`config.mk`:
```
export PLATFORM = sky130hd
export DESIGN_NAME = tdm_demux
export DESIGN_NICKNAME = d
export VERILOG_FILES = /design/src/rtl/tdm_demux_pkg.sv /design/src/rtl/tdm_slot_counter.sv /design/src/rtl/tdm_demux.sv
export SDC_FILE = /design/constraint.sdc
export NUM_CORES = 1
export LEC_CHECK = 0
export ABC_AREA = 1
export CAP_MARGIN = 0
export CORE_MARGIN = 10
export CORE_UTILIZATION = 46
export CTS_CLUSTER_DIAMETER = 30
export DETAILED_ROUTE_END_ITERATION = 16
export GPL_TIMING_DRIVEN = 0
export PLACE_DENSITY = 0.76
export SLEW_MARGIN = 10
export SYNTH_ARGS = -nofsm -noshare
export SYNTH_HDL_FRONTEND = slang
export SYNTH_SLANG_ARGS = --single-unit
```
`constraint.sdc`:
```
create_clock -name clk -period 1.5 [get_ports clk]
set_input_delay 0.225 -clock clk [delete_from_list [all_inputs] [get_ports clk]]
set_output_delay 0.225 -clock clk [all_outputs]
set_load 0.02 [all_outputs]
```
`src/rtl/tdm_demux_pkg.sv`:
```
// Shared definitions for the TDM word-interleaving path (mux and demux sides).
// Holds the framing state encodings and the slot-index width helper.
package tdm_demux_pkg;

   localparam logic [0:0] ST_HUNT = 1'b0;
   localparam logic [0:0] ST_RECV = 1'b1;

   // Width of a slot index for a frame of numCh channels; never narrower than one bit.
   function automatic int chWidth(input int numCh);
      return (numCh > 1) ? $clog2(numCh) : 1;
   endfunction

endpackage

```
`src/rtl/tdm_slot_counter.sv`:
```
// Slot position counter for the TDM demux.
// Tracks which channel slot the next incoming word belongs to.
// Supports clear (back to slot 0), load-1 (a start-of-frame word was just taken as slot 0)
// and increment, with flags for "at the last slot" and "expecting slot 0".
module tdm_slot_counter
   import tdm_demux_pkg::*;
#(
   parameter int CH_W = 2,
   parameter int LAST = 3
) (
   input  logic            clk,
   input  logic            rst,
   input  logic            clear_i,
   input  logic            load1_i,
   input  logic            inc_i,
   output logic [CH_W-1:0] cnt_o,
   output logic            atLast_o,
   output logic            isZero_o
);

   localparam logic [CH_W-1:0] LAST_SLOT = CH_W'(LAST);
   localparam logic [CH_W-1:0] ONE_SLOT  = CH_W'(1);

   logic [CH_W-1:0] cnt_q;
   logic [CH_W-1:0] cnt_d;

   // Next slot: clear wins over load-1, which wins over increment.
   always_comb begin
      cnt_d = cnt_q;
      if (clear_i) begin
         cnt_d = '0;
      end else if (load1_i) begin
         cnt_d = ONE_SLOT;
      end else if (inc_i) begin
         cnt_d = cnt_q + ONE_SLOT;
      end
   end

   // Slot register with synchronous reset back to slot 0.
   always_ff @(posedge clk) begin
      if (rst) begin
         cnt_q <= '0;
      end else begin
         cnt_q <= cnt_d;
      end
   end

   assign cnt_o    = cnt_q;
   assign atLast_o = (cnt_q == LAST_SLOT);
   assign isZero_o = (cnt_q == '0);

endmodule

```
`src/rtl/tdm_demux.sv`:
```
// TDM word demultiplexer.
// Rebuilds NUM_CH parallel channel words from an interleaved word stream where channel 0
// is flagged by in_sof. Hunts for a start-of-frame, then receives frames while the stream
// stays aligned; any misplaced or missing start-of-frame raises a one-cycle sync_err.
// A completed frame is written into out_data in one shot and held until the next frame.
module tdm_demux
   import tdm_demux_pkg::*;
#(
   parameter int WIDTH  = 8,
   parameter int NUM_CH = 4,
   parameter int CNT_W  = 16
) (
   input  logic                    clk,
   input  logic                    rst,
   input  logic                    in_valid,
   input  logic                    in_sof,
   input  logic [WIDTH-1:0]        in_data,
   output logic [NUM_CH*WIDTH-1:0] out_data,
   output logic                    frame_valid,
   output logic                    sync_err,
   output logic                    locked,
   output logic [CNT_W-1:0]        frame_count
);

   localparam int              CH_W      = chWidth(NUM_CH);
   localparam logic [CNT_W-1:0] ONE_FRAME = CNT_W'(1);

   logic [0:0]              state_q,      state_d;
   logic [WIDTH-1:0]        shadow_q [NUM_CH];
   logic [WIDTH-1:0]        shadow_d [NUM_CH];
   logic [NUM_CH*WIDTH-1:0] outData_q,    outData_d;
   logic                    frameValid_q, frameValid_d;
   logic                    syncErr_q,    syncErr_d;
   logic [CNT_W-1:0]        frameCount_q, frameCount_d;

   logic [CH_W-1:0]         slot;
   logic                    slotAtLast;
   logic                    slotIsZero;
   logic                    slotClear;
   logic                    slotLoad1;
   logic                    slotInc;

   tdm_slot_counter #(
      .CH_W (CH_W),
      .LAST (NUM_CH - 1)
   ) u_slot (
      .clk      (clk),
      .rst      (rst),
      .clear_i  (slotClear),
      .load1_i  (slotLoad1),
      .inc_i    (slotInc),
      .cnt_o    (slot),
      .atLast_o (slotAtLast),
      .isZero_o (slotIsZero)
   );

   // Framing decisions for the word on the input this cycle. Idle cycles leave everything
   // untouched and drop the one-cycle pulses. The last word of a frame goes straight to
   // the output register so the frame is visible the cycle after it completes.
   always_comb begin
      state_d      = state_q;
      shadow_d     = shadow_q;
      outData_d    = outData_q;
      frameValid_d = 1'b0;
      syncErr_d    = 1'b0;
      frameCount_d = frameCount_q;
      slotClear    = 1'b0;
      slotLoad1    = 1'b0;
      slotInc      = 1'b0;

      if (in_valid) begin
         if (state_q == ST_HUNT) begin
            if (in_sof) begin
               shadow_d[0] = in_data;
               slotLoad1   = 1'b1;
               state_d     = ST_RECV;
            end
         end else if (slotIsZero) begin
            if (in_sof) begin
               shadow_d[0] = in_data;
               slotLoad1   = 1'b1;
            end else begin
               syncErr_d = 1'b1;
               slotClear = 1'b1;
               state_d   = ST_HUNT;
            end
         end else if (!in_sof) begin
            shadow_d[slot] = in_data;
            if (slotAtLast) begin
               for (int i = 0; i < NUM_CH - 1; i++) begin
                  outData_d[i*WIDTH +: WIDTH] = shadow_q[i];
               end
               outData_d[(NUM_CH-1)*WIDTH +: WIDTH] = in_data;
               frameValid_d = 1'b1;
               frameCount_d = frameCount_q + ONE_FRAME;
               slotClear    = 1'b1;
            end else begin
               slotInc = 1'b1;
            end
         end else begin
            syncErr_d   = 1'b1;
            shadow_d[0] = in_data;
            slotLoad1   = 1'b1;
         end
      end
   end

   // State, shadow and output registers; reset discards any partial frame and clears outputs.
   always_ff @(posedge clk) begin
      if (rst) begin
         state_q      <= ST_HUNT;
         for (int i = 0; i < NUM_CH; i++) begin
            shadow_q[i] <= '0;
         end
         outData_q    <= '0;
         frameValid_q <= 1'b0;
         syncErr_q    <= 1'b0;
         frameCount_q <= '0;
      end else begin
         state_q      <= state_d;
         shadow_q     <= shadow_d;
         outData_q    <= outData_d;
         frameValid_q <= frameValid_d;
         syncErr_q    <= syncErr_d;
         frameCount_q <= frameCount_d;
      end
   end

   assign out_data    = outData_q;
   assign frame_valid = frameValid_q;
   assign sync_err    = syncErr_q;
   assign locked      = (state_q == ST_RECV);
   assign frame_count = frameCount_q;

endmodule
```
==> reports/results.txt <==
Crit-path slowest cell = dfxtp_2
Power Total = 0.00414 W
Antenna cells = 0
First-pass GRT wire length = 14.2 mm
GRT Residual Overflow = 0
Hold Path Depth = 2
Max-slew violations = 0
Routed vias = 3157
R2R Path End = frame_count[4]
RSZ-0062 raised after global routing = yes
Tightest Hold Check Type = reg -> reg
Crit path time final = 1.64 ns
H-tree depth = 3
Antenna viol nets, final = 0
Critical path depth = 10
Share of cells above drive strength 1 = 27.3%
Leakage power = 2.02 nW
Cells after Synth = 417
Avg Cell Area, Syn = 7.38 µm²
Cell area after synthesis = 3080 µm²
CTS tree = yes
Largest net degree at the start of global routing = 14
Final std cells w/o fill = 597
Critical path class = reg -> reg
Initial core utilization = 47.9%
Syn nets = 436
DRC viols = 0
Post-Place Cells = 556
Die W = 102 µm
Failing checks = negative setup slack
Cell family contributing the most delay on the critical path = simple AND/OR/NAND/NOR gates
Initial antenna violation count = 0
Nets = 534
Worst Tran Pin Value = 0.688 ns
WP data arrival = 1.87 ns
Setup violations, final = 58
Worst vdd ir = 0.484 mV
Ys Warns = 0
Hold endpoint = out_data[13]
Hold Crit Start = out_data[13]
Outcome = finished, violations left
Gr usage total = 17.3%
Routed wire length = 9.43 mm
R2R Path Start = u_slot.cnt_o[0]
Synth Register Bits = 77
R2R setup slack = -0.14 ns
Setup WS post-layout = -0.140 ns
Root Buffer = clkbuf_8
Clock transition at path regs = 0.08 ns
Max-Cap Viols = 0
CTS Sinks = 77
Die area = 10400 µm²
CTS Buf Count = 9
Crit-path cells = inv_2, ha_4, inv_4, ha_4, nand3_4, nor2_4, buf_12, nand2_2, xor2_1, nor2_1
Placer Congestion = 0.885
Post-DP HPWL = 5.65 mm
Vias in the first global route = 2903
Vias per cell = 5.29
Clock Latency Late Sink = 0.36 ns
Worst path most repeated cell = ha_4
Startpoint types = register
Maximum fanout along the worst path = 8
Required @ worst endpoint = 1.73 ns
Crit-path max cell delay = 0.34 ns
Fmax achieved = 610 MHz
Area grow syn2layout = 53.2%
DR iter-0 viols = 219
PortBufs = 62
CP endpoint kind = register
Slew headroom = 54.1%
Clock skew = 0.00850 ns
Num ports = 63
Cells on worst reg2reg path = 10
Core Area = 6420 µm²
Bufs on Longest Clock Path = 2
Crit share post-route = 109%
Die H = 102 µm
Final hold violations = 0
CP Buf/Inv Count = 3
Pre-antenna DRT Iters = 4
Netlist cell types = 23
Register area share after synthesis = 50.1%
Pwr dens = 878 nW/µm²
Row cnt = 29
WL per Instance = 15.8 µm
==> metrics by stage <==
| step | TNS [ns] | utilization (%) | hold WS [ns] | area [µm²] | worst slack (ns) |
|---|---|---|---|---|---|
| detailed placement | -27.73 | 60.0 | 0.451 | 3860 | -0.503 |
| CTS | -0.918 | 69.7 | 0.466 | 4480 | -0.0631 |
| global placement | -26.75 | 60.0 | 0.447 | 3860 | -0.484 |
| global route | -7.83 | 73.4 | 0.504 | 4710 | -0.242 |
| floorplan | 0 | - | 0.302 | 3140 | 0.0174 |
| finish | -2.26 | 73.4 | 0.468 | 4710 | -0.140 |
==> Yosys cell counts, drive strengths merged <==
master	n	area share (%)
nand4	6	1.4
o211ai	1	0.24
dfxtp	77	50
nand2	55	6.7
clkinv	1	0.12
o21ai	55	8.9
and3	1	0.20
a221oi	1	0.28
nor2	136	17
inv	28	3.4
clkbuf	10	1.2
nand3	11	1.8
xor2	1	0.28
ha	7	2.8
buf	5	1.7
a21oi	14	2.3
a31oi	1	0.20
nor3	7	1.1
==> area by class of cell <==
cell class,count,area [µm²]
Tap cell,77,96.3
Clock inverter,5,82.6
Sequential cell,77,1540
Fill cell,501,1710
Buffer,15,158
Timing Repair Buffer,86,842
Clock buffer,11,141
Inverter,29,134
Multi-Input combinational cell,297,1720
==> tightest hold or removal path: stages (launching register included) <==
cell and delay [ns]:
dfxtp_1 0.33, nor2_1 0.05, nor2_1 0.06
==> power by group <==
part	internal [W]	switching (W)
Clock	0.000990	0.000789
Sequential	0.00206	0.0000143
Combinational	0.000117	0.000169
Total	0.00316	0.000973
==> cells in the final DEF (no fill, tap or decap), types with 3 or more instances in the layout <==
cell type          n
buf_8              7
nand4_1            5
a21oi_2            6
clkbuf_2           3
dlygate4sd2_1     50
inv_1             18
nor3_1             5
clkdlybuf4s50_1   11
buf_12             3
nand3_2            5
nor2_2             4
buf_6              7
inv_8              3
ha_1               5
o21ai_1            8
nor2_1           126
nand3_1            5
dfxtp_1           75
clkbuf_1           5
nand2_2            4
nand2_1           49
a21oi_1            8
nor2_4             6
o21ai_2           44
inv_2              6
buf_4             11
clkbuf_8          10
==> flip-flops by register name, indices dropped and copies added, names as in the netlist <==
register and count:
out_data 32, frame_valid 1, frame_count 16, locked 1
shadow_q 24, sync_err 1, u_slot.cnt_o 2
==> timing repair <==
item / in CTS / in global routing
resized for setup: 165 / 72
pin swaps: 11 / 22
cloned: 8 / 1
setup endpoints to repair: 119 / 74
hold buffers: 0 / 0
buffers inserted: 12 / 4
==> logic make-up (layout without fill, tap and decap cells) <==
kind of cell / after synthesis / after routing / synth area share (%)
buffers and inverters: 44 / 146 / 6.47
and+or+nand+nor: 216 / 217 / 28.3
xor gates and xnor gates: 1 / 1 / 0.285
DFF: 77 / 77 / 50.1
adders and majority gates: 7 / 7 / 2.85
AOI/OAI and AO/OA: 72 / 72 / 12.0
==> metal layers <==
| metal | global-route usage, % | part of all wire (%) | wire, µm |
|---|---|---|---|
| met2 | 28.7 | 49 | 4650 |
| met4 | 5.17 | 1.8 | 172 |
| met1 | 19.6 | 39 | 3710 |
| met5 | 0 | 0 | 0 |
| met3 | 7.83 | 9.5 | 895 |
==> how the worst max path moves through the flow <==
stage,from,endpoint
floorplan,u_slot.cnt_o[0],frame_count[4]
global placement,in_sof,shadow_q[11]
detailed placement,in_sof,shadow_q[15]
CTS,u_slot.cnt_o[1],out_data[5]
global route,u_slot.cnt_o[0],frame_count[4]
finish,u_slot.cnt_o[0],frame_count[4]
Note: power is estimated with default switching activity, not from simulation.
